===== config.mk =====
export PLATFORM = sky130hd
export DESIGN_NAME = prescaled_mod_counter_flat
export DESIGN_NICKNAME = d
export VERILOG_FILES = /design/src/rtl/prescaled_mod_counter_if.sv /design/src/rtl/prescaled_mod_counter.sv /design/src/flat_wrapper.sv
export SDC_FILE = /design/constraint.sdc
export NUM_CORES = 1
export LEC_CHECK = 0
export CORE_ASPECT_RATIO = 2
export CORE_MARGIN = 4
export CORE_UTILIZATION = 49
export CTS_BUF_LIST = sky130_fd_sc_hd__clkbuf_4 sky130_fd_sc_hd__clkbuf_8
export CTS_CLUSTER_SIZE = 20
export DETAILED_ROUTE_END_ITERATION = 8
export GPL_TIMING_DRIVEN = 0
export PLACE_DENSITY = 0.82
export SYNTH_ARGS = -nofsm -noshare
export SYNTH_HDL_FRONTEND = slang
export SYNTH_SLANG_ARGS = --single-unit

===== constraint.sdc =====
create_clock -name clk -period 2.6 [get_ports clk]
set_input_delay 0.52 -clock clk [delete_from_list [all_inputs] [get_ports clk]]
set_output_delay 0.52 -clock clk [all_outputs]
set_load 0.1 [all_outputs]

===== src/rtl/prescaled_mod_counter_if.sv =====
// Control/status bundle for prescaled_mod_counter: the master drives the
// control fields, the counter (slave) returns count, tc and running.
interface prescaled_mod_counter_if #(
  parameter int WIDTH = 8,
  parameter int PSC_W = 4
);
  logic             en;
  logic             up;
  logic             load;
  logic [WIDTH-1:0] load_val;
  logic [WIDTH-1:0] modulus;
  logic [PSC_W-1:0] prescale;
  logic [1:0]       mode;
  logic [WIDTH-1:0] count;
  logic             tc;
  logic             running;

  modport master (
    output en, up, load, load_val, modulus, prescale, mode,
    input  count, tc, running
  );

  modport slave (
    input  en, up, load, load_val, modulus, prescale, mode,
    output count, tc, running
  );
endinterface


===== src/rtl/prescaled_mod_counter.sv =====
// Up/down modulo counter advanced by a programmable prescaler, with wrap,
// saturate and one-shot terminal actions, a load strobe and a tc pulse.
module prescaled_mod_counter #(
  parameter int WIDTH = 8,
  parameter int PSC_W = 4
) (
  input  logic                   clk,
  input  logic                   rst_n,
  prescaled_mod_counter_if.slave bus
);

  typedef enum logic [1:0] {
    MODE_WRAP     = 2'b00,
    MODE_SATURATE = 2'b01,
    MODE_ONESHOT  = 2'b10,
    MODE_WRAP_ALT = 2'b11
  } mode_e;

  logic [PSC_W-1:0] psc_cnt;
  logic             tick;
  logic             terminal;
  mode_e            mode;

  assign mode = mode_e'(bus.mode);

  // Prescaler compares for equality only: a count left above a newly lowered
  // prescale must roll through zero before it can tick again.
  assign tick = bus.en && (psc_cnt == bus.prescale) && bus.running;

  // A count above modulus is terminal going up, but still counts down normally.
  assign terminal = bus.up ? (bus.count >= bus.modulus) : (bus.count == '0);

  // NOTE: all state here is registered, so every assignment is non-blocking;
  // reset is sampled on the clock edge and outranks load and tick.
  always_ff @(posedge clk) begin
    if (!rst_n) begin
      bus.count   <= '0;
      psc_cnt     <= '0;
      bus.tc      <= 1'b0;
      bus.running <= 1'b1;
    end else if (bus.load) begin
      bus.count   <= bus.load_val;
      psc_cnt     <= '0;
      bus.tc      <= 1'b0;
      bus.running <= 1'b1;
    end else begin
      bus.tc <= 1'b0;
      if (bus.running && bus.en) begin
        if (tick) begin
          psc_cnt <= '0;
          if (terminal) begin
            bus.tc <= 1'b1;
            case (mode)
              MODE_SATURATE: bus.count <= bus.count;
              MODE_ONESHOT:  bus.running <= 1'b0;
              default:       bus.count <= bus.up ? '0 : bus.modulus;
            endcase
          end else begin
            bus.count <= bus.up ? bus.count + WIDTH'(1) : bus.count - WIDTH'(1);
          end
        end else begin
          psc_cnt <= psc_cnt + PSC_W'(1);
        end
      end
    end
  end

endmodule


===== src/flat_wrapper.sv =====
// flat-port wrapper written by rule: the top's interface ports become plain ports
module prescaled_mod_counter_flat 
#(
  parameter int WIDTH = 8,
  parameter int PSC_W = 4
)
  (clk, rst_n, bus_en, bus_up, bus_load, bus_load_val, bus_modulus, bus_prescale, bus_mode, bus_count, bus_tc, bus_running);
  prescaled_mod_counter_if #(.WIDTH(WIDTH), .PSC_W(PSC_W)) bus_i ();
  input  logic clk;
  input  logic rst_n;
  input wire logic [$bits(bus_i.en)-1:0] bus_en;
  input wire logic [$bits(bus_i.up)-1:0] bus_up;
  input wire logic [$bits(bus_i.load)-1:0] bus_load;
  input wire logic [$bits(bus_i.load_val)-1:0] bus_load_val;
  input wire logic [$bits(bus_i.modulus)-1:0] bus_modulus;
  input wire logic [$bits(bus_i.prescale)-1:0] bus_prescale;
  input wire logic [$bits(bus_i.mode)-1:0] bus_mode;
  output wire logic [$bits(bus_i.count)-1:0] bus_count;
  output wire logic [$bits(bus_i.tc)-1:0] bus_tc;
  output wire logic [$bits(bus_i.running)-1:0] bus_running;
  assign bus_i.en = bus_en;
  assign bus_i.up = bus_up;
  assign bus_i.load = bus_load;
  assign bus_i.load_val = bus_load_val;
  assign bus_i.modulus = bus_modulus;
  assign bus_i.prescale = bus_prescale;
  assign bus_i.mode = bus_mode;
  assign bus_count = bus_i.count;
  assign bus_tc = bus_i.tc;
  assign bus_running = bus_i.running;
  prescaled_mod_counter #(.WIDTH(WIDTH), .PSC_W(PSC_W)) u_core (.clk(clk), .rst_n(rst_n), .bus(bus_i));
endmodule

==> results of run 1 <==
==> placed cells by master, fill, tap and decap left out, types with 6 or more instances in the layout <==
master,instances
a21oi_1,11
ha_1,14
nor3_1,6
inv_1,14
o21ai_0,12
nand2_1,9
dfxtp_1,11
xnor2_1,9
clkdlybuf4s50_1,30
==> sequential cells by signal (all words and copies together) (netlist names) <==
| signal | flops |
|---|---|
| u_core.bus.tc | 1 |
| u_core.bus.count | 8 |
| u_core.bus.running | 1 |
| u_core.psc_cnt | 4 |
==> routing by layer <==
layer	vias up	routed length [um]	GRT usage
met4	0	259	0.1662
li1	645	-	-
met2	68	2246	0.4167
met1	652	1317	0.2133
met5	-	0	0
met3	22	225	0.02466
==> critical path, delay by kind of cell <==
family,cells,cell delay (ns)
AO/OA/AOI/OAI,4,0.85
buffers and inverters,3,0.70
adder cells (fa/ha/maj),1,0.30
multiplexers,1,0.24
AND/OR/NAND/NOR,1,0.11
==> per-stage QoR <==
stage          setup TNS, ns  power, mW  area (um^2)
2_1_floorplan              0     0.4535         1297
3_3_place_gp          -1.885     0.5386         1673
3_5_place_dp          -2.330     0.5497         1673
4_1_cts                    0     0.7715         1735
5_1_grt             -0.02652     0.8376         1839
6_report                   0     0.8087         1839
==> cell families after synthesis <==
logic type,Yosys count,synth area share
mux,3,0.02418
buf+inv,19,0.07930
simple gates,36,0.1412
fa+ha+maj,17,0.1702
xor+xnor,12,0.08125
compound gates,50,0.2872
flops,14,0.2166
==> power by group through the flow <==
stage          Clock, mW  Combinational [mW]  Sequential, mW
2_1_floorplan          0               0.148           0.306
3_3_place_gp           0               0.291           0.248
3_5_place_dp           0               0.301           0.248
4_1_cts            0.222               0.305           0.244
5_1_grt            0.235               0.356           0.247
6_report           0.225               0.338           0.246
==> worst paths after layout <==
path                                       endpoint  slack [ns]
worst min-delay path             u_core.bus.running        0.49
worst min register to register   u_core.bus.running        0.49
worst max register to register  u_core.bus.count[1]        0.27
worst max-delay path            u_core.bus.count[1]        0.02
==> cell type report <==
class	count	area, um^2	area share
flip-flops and latches	14	284.0	0.1544
inverters	15	56.30	0.03061
well taps	28	35.03	0.01905
repair buffers	38	390.4	0.2122
clock buffers	4	55.05	0.02993
plain buffers	4	46.29	0.02517
multi-input cells	118	972.2	0.5286
==> repair_timing <==
item	CTS	global route
pin swaps	0	5
setup endpoints to repair	3	8
hold buffers	0	0
gates resized for setup	3	10
setup buffers	0	4
==> summary.txt, run 1 <==
Final Setup Violations -> 0
Port bufs -> 34
Status -> complete, no violations
Setup Skew -> 0.0008282 ns
Worst reg2reg path depth -> 10
Worst-Skew Late Latency -> 0.26 ns
WHS Path Cells -> 2
Filler cells -> 185
Warnings, synthesis -> 0
Pre-Repair DR Iteration Count -> 4
Maximum VDD drop -> 0.4032 mV
GPL Wtd Cong -> 0.9287
Clk pin slew, worst setup/hold paths -> 0.06 ns
Vias in the first global route -> 1407
Total Routing Usage GR -> 0.2256
Initial core utilization -> 0.5099
Most numerous cell in the Yosys netlist -> ha_1
Die Ht -> 80.67 um
H-tree depth -> 1
First-pass GRT wire length -> 6030 um
Final std cells w/o fill -> 221
Critical path arrival -> 2.73 ns
Final period util -> 0.9928
Power share of the clock group -> 0.279
Cell variety after synth -> 42
Switch share -> 0.3746
Ratio of cells with drive above 1 in the final layout -> 0.1606
Core Area -> 2537 um^2
CTS Buf Count -> 3
Leakage -> 0.7970 nW
Hold Crit Start -> u_core.bus.running
Initial antenna violation count -> 0
Pin count of the biggest net entering global routing -> 11
Gr ovfl total -> 0
Commonest cells post-synth -> ha_1 (16), dfxtp_1 (14), inv_1 (14)
Cell Area, Synth -> 1294 um^2
Fin worst setup slack -> 0.01859 ns
Combinational power share -> 0.417
Clk buf depth -> 2
CTS root buf -> clkbuf_8
Cells taking the most area after synthesis -> dfxtp_1 (22%), ha_1 (15%), xnor2_1 (6.1%)
Area growth, synth to finish -> 42.17%
Setup crit start kind -> input pin
Worst r2r src -> u_core.bus.count[0]
Worst-path cell chain -> clkdlybuf4s50_1 > inv_1 > ha_1 > nand3_2 > a211oi_2 > a2bb2oi_4 > buf_6 > mux2i_1 > o221ai_1 > o211a_1
Remaining DRCs -> 0
Max_cap viols -> 0
Synthesized area per cell -> 8.568 um^2
Hold Path Class -> reg2reg
CP peak stage delay -> 0.46 ns
Sequential share of power -> 0.304
CP Launch Point -> bus_modulus[5]
Pwr per Cell Area -> 439.7 nW/um^2
Hpwl dp -> 3052 um
WP data required -> 2.75 ns
Tmin final -> 2.581 ns
# rows -> 26
Fin nets -> 238
Syn Inst Count -> 151
Die X -> 44.34 um
Kind of critical path -> in2reg
Post-DRT Antenna Nets -> 0
Hold_ws -> 0.4889 ns
Slew Viols, Final -> 0
P_int -> 0.5058 mW
Synth top area share -> 0.2166
Worst-path fanout max -> 5
Post-synthesis sequential area ratio -> 0.2166
Critical Path Sink Type -> register
Seq cells post-synth -> 14
Fraction of registers with async set/reset -> 0
Slowest cell on crit path -> clkdlybuf4s50_1
Die ar. -> 3576 um^2
TritonCTS clock tree -> yes
Max Clock Freq -> 387.4 MHz
Top FF cell, synth -> dfxtp_1
WL final -> 4049 um
Max_slew headroom -> 0.3504
Vias -> 1387
IO Pins -> 37
Antenna diodes -> 0
Worst Tran Pin Value -> 0.9714 ns
Final core occ -> 0.7249
Syn nets -> 195
Wire per inst -> 18.32 um
Post-synthesis cell type with the largest combined area -> dfxtp_1
Final hold violation count -> 0
Placed Cells -> 213
Initial drt markers -> 69
CTS Sinks -> 14
Pre-CTS setup slack -> -0.5173 ns
EDFF count, synth -> 0
Vias/cell -> 6.276
Switching power -> 0.3029 mW
(Power assumes the default switching activity.)
==> run 2, diff against run 1 <==
Settings changed: CORE_MARGIN 4 to default.
==> summary.txt, run 2 (synthesis results as in run 1) <==
Clk pin slew, worst setup/hold paths -> 0.07 ns (about the same)
Leakage -> 0.7727 nW (-3.1%)
Initial drt markers -> 54 (-22%)
Largest Register -> u_core.bus.count
Status -> complete, no violations
CTS root buf -> clkbuf_8
Pwr per Cell Area -> 439.2 nW/um^2 (-0.12%)
Largest regs -> u_core.bus.count (8), u_core.psc_cnt (4)
Die Ht -> 74.67 um (-7.4%)
Combinational power share -> 0.419 (+0.002)
Wire per inst -> 18.27 um (-0.30%)
Fin nets -> 238 (unchanged)
CTS Buf Count -> 3 (unchanged)
Switching power -> 0.2961 mW (-2.3%)
Hpwl dp -> 2948 um (-3.4%)
Hold_ws -> 0.5288 ns (+0.03991 ns)
GR peak layer -> met2
WP data required -> 2.73 ns (-0.02 ns)
Worst Tran Pin Value -> 0.9742 ns (+0.002797 ns)
H-tree depth -> 1 (unchanged)
Worst-Skew Late Latency -> 0.25 ns (about the same)
Pre-CTS setup slack -> -0.5246 ns (-0.007317 ns)
Setup crit start kind -> input pin
Worst-path fanout max -> 6 (+1)
Fin worst setup slack -> 0.01288 ns (-0.005716 ns)
Max reg flops -> 8 (unchanged)
WL final -> 4037 um (-0.30%)
Met2 Use GR -> 0.5744 (+0.1577)
Vias/cell -> 6.063 (-3.4%)
Pin count of the biggest net entering global routing -> 11 (unchanged)
Unrepaired setup endpoints after global routing -> true
Setup Skew -> 0.006515 ns (+0.005687 ns)
GPL Wtd Cong -> 0.9068 (-2.4%)
Max_cap viols -> 0 (unchanged)
TritonCTS clock tree -> yes
First-pass GRT wire length -> 6009 um (-0.35%)
Die ar. -> 2862 um^2 (-20%)
Core Area -> 2537 um^2 (unchanged)
Antenna diodes -> 0 (unchanged)
Vias -> 1340 (-3.4%)
Max Clock Freq -> 386.5 MHz (-0.22%)
Initial core utilization -> 0.5099 (unchanged)
Final Setup Violations -> 0 (unchanged)
Total Routing Usage GR -> 0.2935 (+0.06796)
Post-DRT Antenna Nets -> 0 (unchanged)
Filler cells -> 201 (+8.6%)
Slew Viols, Final -> 0 (unchanged)
Final period util -> 0.9950 (+0.002199)
Met1 Usage GRT -> 0.2862 (+0.07293)
Die X -> 38.34 um (-14%)
Kind of critical path -> in2reg
Final hold violation count -> 0 (unchanged)
Sequential share of power -> 0.308 (+0.004)
Vias in the first global route -> 1355 (-3.7%)
Gr ovfl total -> 0 (unchanged)
Critical path arrival -> 2.72 ns (about the same)
Pre-Repair DR Iteration Count -> 4 (unchanged)
Most frequent cells in the layout -> clkdlybuf4s50_1 (32), ha_1 (14), inv_1 (13), o21ai_0 (12)
Tmin final -> 2.587 ns (+0.005716 ns)
Remaining DRCs -> 0 (unchanged)
Hold Path Class -> reg2reg
Commonest non-fill, non-tap cell in the layout -> clkdlybuf4s50_1
Initial antenna violation count -> 0 (unchanged)
Clk buf depth -> 2 (unchanged)
Met3 Track Usage GR -> 0.03245 (+0.007785)
Area growth, synth to finish -> 40.52%
# rows -> 26 (unchanged)
P_int -> 0.5023 mW (-0.68%)
Switch share -> 0.3708 (-0.003782)
Max_slew headroom -> 0.3485 (-0.001871)
Pwr Total -> 0.7984 mW (-1.3%)
CTS Sinks -> 14 (unchanged)
IO Pins -> 37 (unchanged)
Port bufs -> 34 (unchanged)
Power share of the clock group -> 0.273 (-0.006)
Ratio of cells with drive above 1 in the final layout -> 0.1762 (+0.01554)
Critical Path Sink Type -> register
Maximum VDD drop -> 0.3291 mV (-18%)
run 2: cell type report:
cell class                 instances  area (um^2)  share of cell area
multi-input combinational        118        973.4              0.5354
tap                               28        35.03             0.01927
clock buffer                       4        55.05             0.03028
timing repair buffer              38        367.9              0.2023
buffer                             4        46.29             0.02546
inverter                          15        56.30             0.03097
sequential                        14        284.0              0.1562
run 2: worst max-delay path, cell delays in order:
cell and delay [ns]:
clkdlybuf4s50_1 0.50, inv_2 0.05, ha_4 0.21, a21o_2 0.21, a211oi_2 0.23, o21ai_2 0.12
a2bb2oi_4 0.18, buf_6 0.15, buf_4 0.14, nand2_1 0.07, o311ai_2 0.10, a32o_1 0.24
run 2: power by group through the flow:
stage	clock network (mW)	registers, mW	logic (mW)
2_1_floorplan	0	0.306	0.148
3_3_place_gp	0	0.248	0.292
3_5_place_dp	0	0.248	0.300
4_1_cts	0.218	0.244	0.304
5_1_grt	0.226	0.247	0.358
6_report	0.218	0.246	0.334
run 2: layer usage:
metal	up-vias	wire length [um]
li1	640	-
met1	631	1399
met2	53	2288
met3	16	189
met4	0	160
met5	-	0
run 2: final timing paths:
kind | slack (ns) | cells after the start | end | from
worst min register to register | 0.53 | 2 | u_core.bus.running | u_core.bus.running
worst min-delay path | 0.53 | 2 | u_core.bus.running | u_core.bus.running
worst max register to register | 0.25 | 10 | u_core.bus.count[1] | u_core.bus.count[0]
worst max-delay path | 0.01 | 12 | u_core.bus.count[3] | bus_modulus[6]
run 2: timing repair:
action                                  4_1_cts  5_1_grt
endpoints found under the setup margin        3        7
buffers inserted                              0        4
pin swaps                                     0        5
hold buffers                                  0        0
gates resized for setup                       2       12
run 2: metrics by stage:
stage,instance area [um^2],utilization,cells,setup TNS (ns)
after floorplan,1297,-,151,0
after global placement,1673,0.6593,213,-2.006
after detailed placement,1673,0.6593,213,-2.285
after CTS,1730,0.6820,217,0
after global routing,1818,0.7165,221,-0.1064
final,1818,0.7165,221,0
==> run 3, diff against run 2 <==
Settings changed: GPL_TIMING_DRIVEN 0 to default.
==> summary.txt, run 3 (synthesis results as in run 1) <==
Status -> finished, violations left
Failing checks -> negative setup slack
Total Routing Usage GR -> 0.3527 (+0.05917)
Worst r2r src -> u_core.bus.count[0]
Hold_ws -> 0.5056 ns (-0.02316 ns)
IO Pins -> 37 (unchanged)
Tmin final -> 2.627 ns (+0.04020 ns)
Critical Path Sink Type -> register
Core Area -> 2537 um^2 (unchanged)
Final std cells w/o fill -> 244 (+10%)
TritonCTS clock tree -> yes
Leakage -> 0.9013 nW (+17%)
Kind of critical path -> in2reg
Largest Register -> u_core.bus.count
WL final -> 5290 um (+31%)
Die Ht -> 74.67 um (unchanged)
CTS Buf Count -> 3 (unchanged)
Max reg flops -> 8 (unchanged)
Worst reg2reg path depth -> 11 (+1)
Remaining DRCs -> 0 (unchanged)
First-pass GRT wire length -> 7134 um (+19%)
Clk pin slew, worst setup/hold paths -> 0.06 ns (about the same)
Hold Crit Start -> u_core.bus.running
Post-DRT Antenna Nets -> 0 (unchanged)
Vias -> 1577 (+18%)
Initial drt markers -> 87 (+61%)
# rows -> 26 (unchanged)
Hpwl dp -> 3401 um (+15%)
H-tree depth -> 1 (unchanged)
Final Setup Violations -> 1 (+1)
Port bufs -> 36 (+5.9%)
Antenna diodes -> 0 (unchanged)
Pin count of the biggest net entering global routing -> 12 (+1)
CTS root buf -> clkbuf_8
Commonest non-fill, non-tap cell in the layout -> buf_4
CTS Sinks -> 14 (unchanged)
Final period util -> 1.011 (+0.01546)
Pre-Repair DR Iteration Count -> 4 (unchanged)
WP data required -> 2.80 ns (+0.07 ns)
Final hold violation count -> 0 (unchanged)
Placed Cells -> 236 (+11%)
Slew Viols, Final -> 0 (unchanged)
Pwr per Cell Area -> 431.7 nW/um^2 (-1.7%)
Most frequent cells in the layout -> buf_4 (34), clkdlybuf4s50_1 (25), inv_1 (14), ha_1 (11), dfxtp_1 (11)
Reg2reg setup slack -> 0.25 ns (about the same)
Initial antenna violation count -> 0 (unchanged)
Gr ovfl total -> 0 (unchanged)
Worst Tran Pin Value -> 0.4001 ns (-0.5741 ns)
Max Clock Freq -> 380.6 MHz (-1.5%)
CTS Hold Bufs -> 0 (unchanged)
Worst-Skew Late Latency -> 0.25 ns (about the same)
Pwr Total -> 0.8809 mW (+10%)
Max_slew headroom -> 0.7324 (+0.3839)
Initial core utilization -> 0.5099 (unchanged)
Max_cap viols -> 0 (unchanged)
Largest regs -> u_core.bus.count (8), u_core.psc_cnt (4)
Pre-CTS setup slack -> -0.2357 ns (+0.2889 ns)
Worst-path fanout max -> 3 (-3)
Fin worst setup slack -> -0.02733 ns (-0.04020 ns)
CP Launch Point -> bus_up
WHS Path Cells -> 2 (unchanged)
Die ar. -> 2862 um^2 (unchanged)
Fin nets -> 261 (+9.7%)
Setup crit start kind -> input pin
R2r endpoint -> u_core.bus.count[1]
Die X -> 38.34 um (unchanged)
Ratio of cells with drive above 1 in the final layout -> 0.3194 (+0.1433)
Vias in the first global route -> 1585 (+17%)
Setup Skew -> 0.003228 ns (-0.003288 ns)
Crit path to -> u_core.bus.count[7]
Area growth, synth to finish -> 57.74%
Critical path arrival -> 2.82 ns (+0.10 ns)
GPL Wtd Cong -> 1.063 (+17%)
Hold Path Class -> reg2reg
Vias/cell -> 6.463 (+6.6%)
Clk buf depth -> 2 (unchanged)
Maximum VDD drop -> 0.3476 mV (+5.6%)
Wire per inst -> 21.68 um (+19%)
==> run 3: changes by cell type in the layout (fill, tap and decap cells not counted), moves of 2 or more <==
cell / change
buf_4: +30
clkdlybuf4s50_1: -7
a21oi_2: +3
ha_1: -3
ha_4: +3
a21oi_1: -2
o21ai_0: -2
o21ai_1: +2
==> run 3: area by class of cell <==
type | count | area [um^2]
fill | 168 | 496.7
inverter | 15 | 56.30
sequential | 14 | 284.0
tap | 28 | 35.03
timing repair buffer | 63 | 560.5
clock buffer | 4 | 55.05
multi-input combinational | 120 | 1050
==> run 3: worst min path at each step <==
stage,slack [ns],to
2_1_floorplan,0.47,u_core.psc_cnt[1]
3_3_place_gp,0.49,u_core.bus.running
3_5_place_dp,0.50,u_core.bus.running
4_1_cts,0.51,u_core.bus.running
5_1_grt,0.54,u_core.bus.running
6_report,0.51,u_core.bus.running
==> run 3: repair_timing <==
action                     4_1_cts  5_1_grt
gates resized for setup          2       19
pin swaps                        1        7
setup endpoints to repair        2        8
gates cloned                     0        2
setup buffers                    0        2
==> run 3: per-layer routing <==
layer / part of all wire / track usage / vias to the layer above
met4: 0.084 / 0.2682 / 0
li1: - / - / 693
met2: 0.54 / 0.6478 / 112
met3: 0.061 / 0.07965 / 49
met1: 0.32 / 0.3063 / 723
met5: 0 / 0 / -
==> run 3: power breakdown <==
part           internal [mW]  switching (mW)  leakage (nW)
Clock                  0.134          0.0858        0.0288
Sequential             0.225          0.0224         0.116
Combinational          0.184           0.229         0.757
==> run 3: critical path, stage by stage <==
cell and delay [ns]:
clkdlybuf4s50_1 0.51, inv_2 0.06, ha_1 0.31, a211oi_2 0.33, o21bai_1 0.18, a21oi_2 0.23
o21ai_0 0.14, xnor2_1 0.14, o211ai_1 0.19, o2111a_1 0.21
==> run 3: per-stage QoR <==
step	instance area [um^2]	util	setup TNS, ns
finish	2041	0.8042	-0.02733
global route	2041	0.8042	-0.05994
CTS	1874	0.7387	0
detailed placement	1809	0.7130	-1.629
global placement	1809	0.7130	-1.467
floorplan	1297	-	0
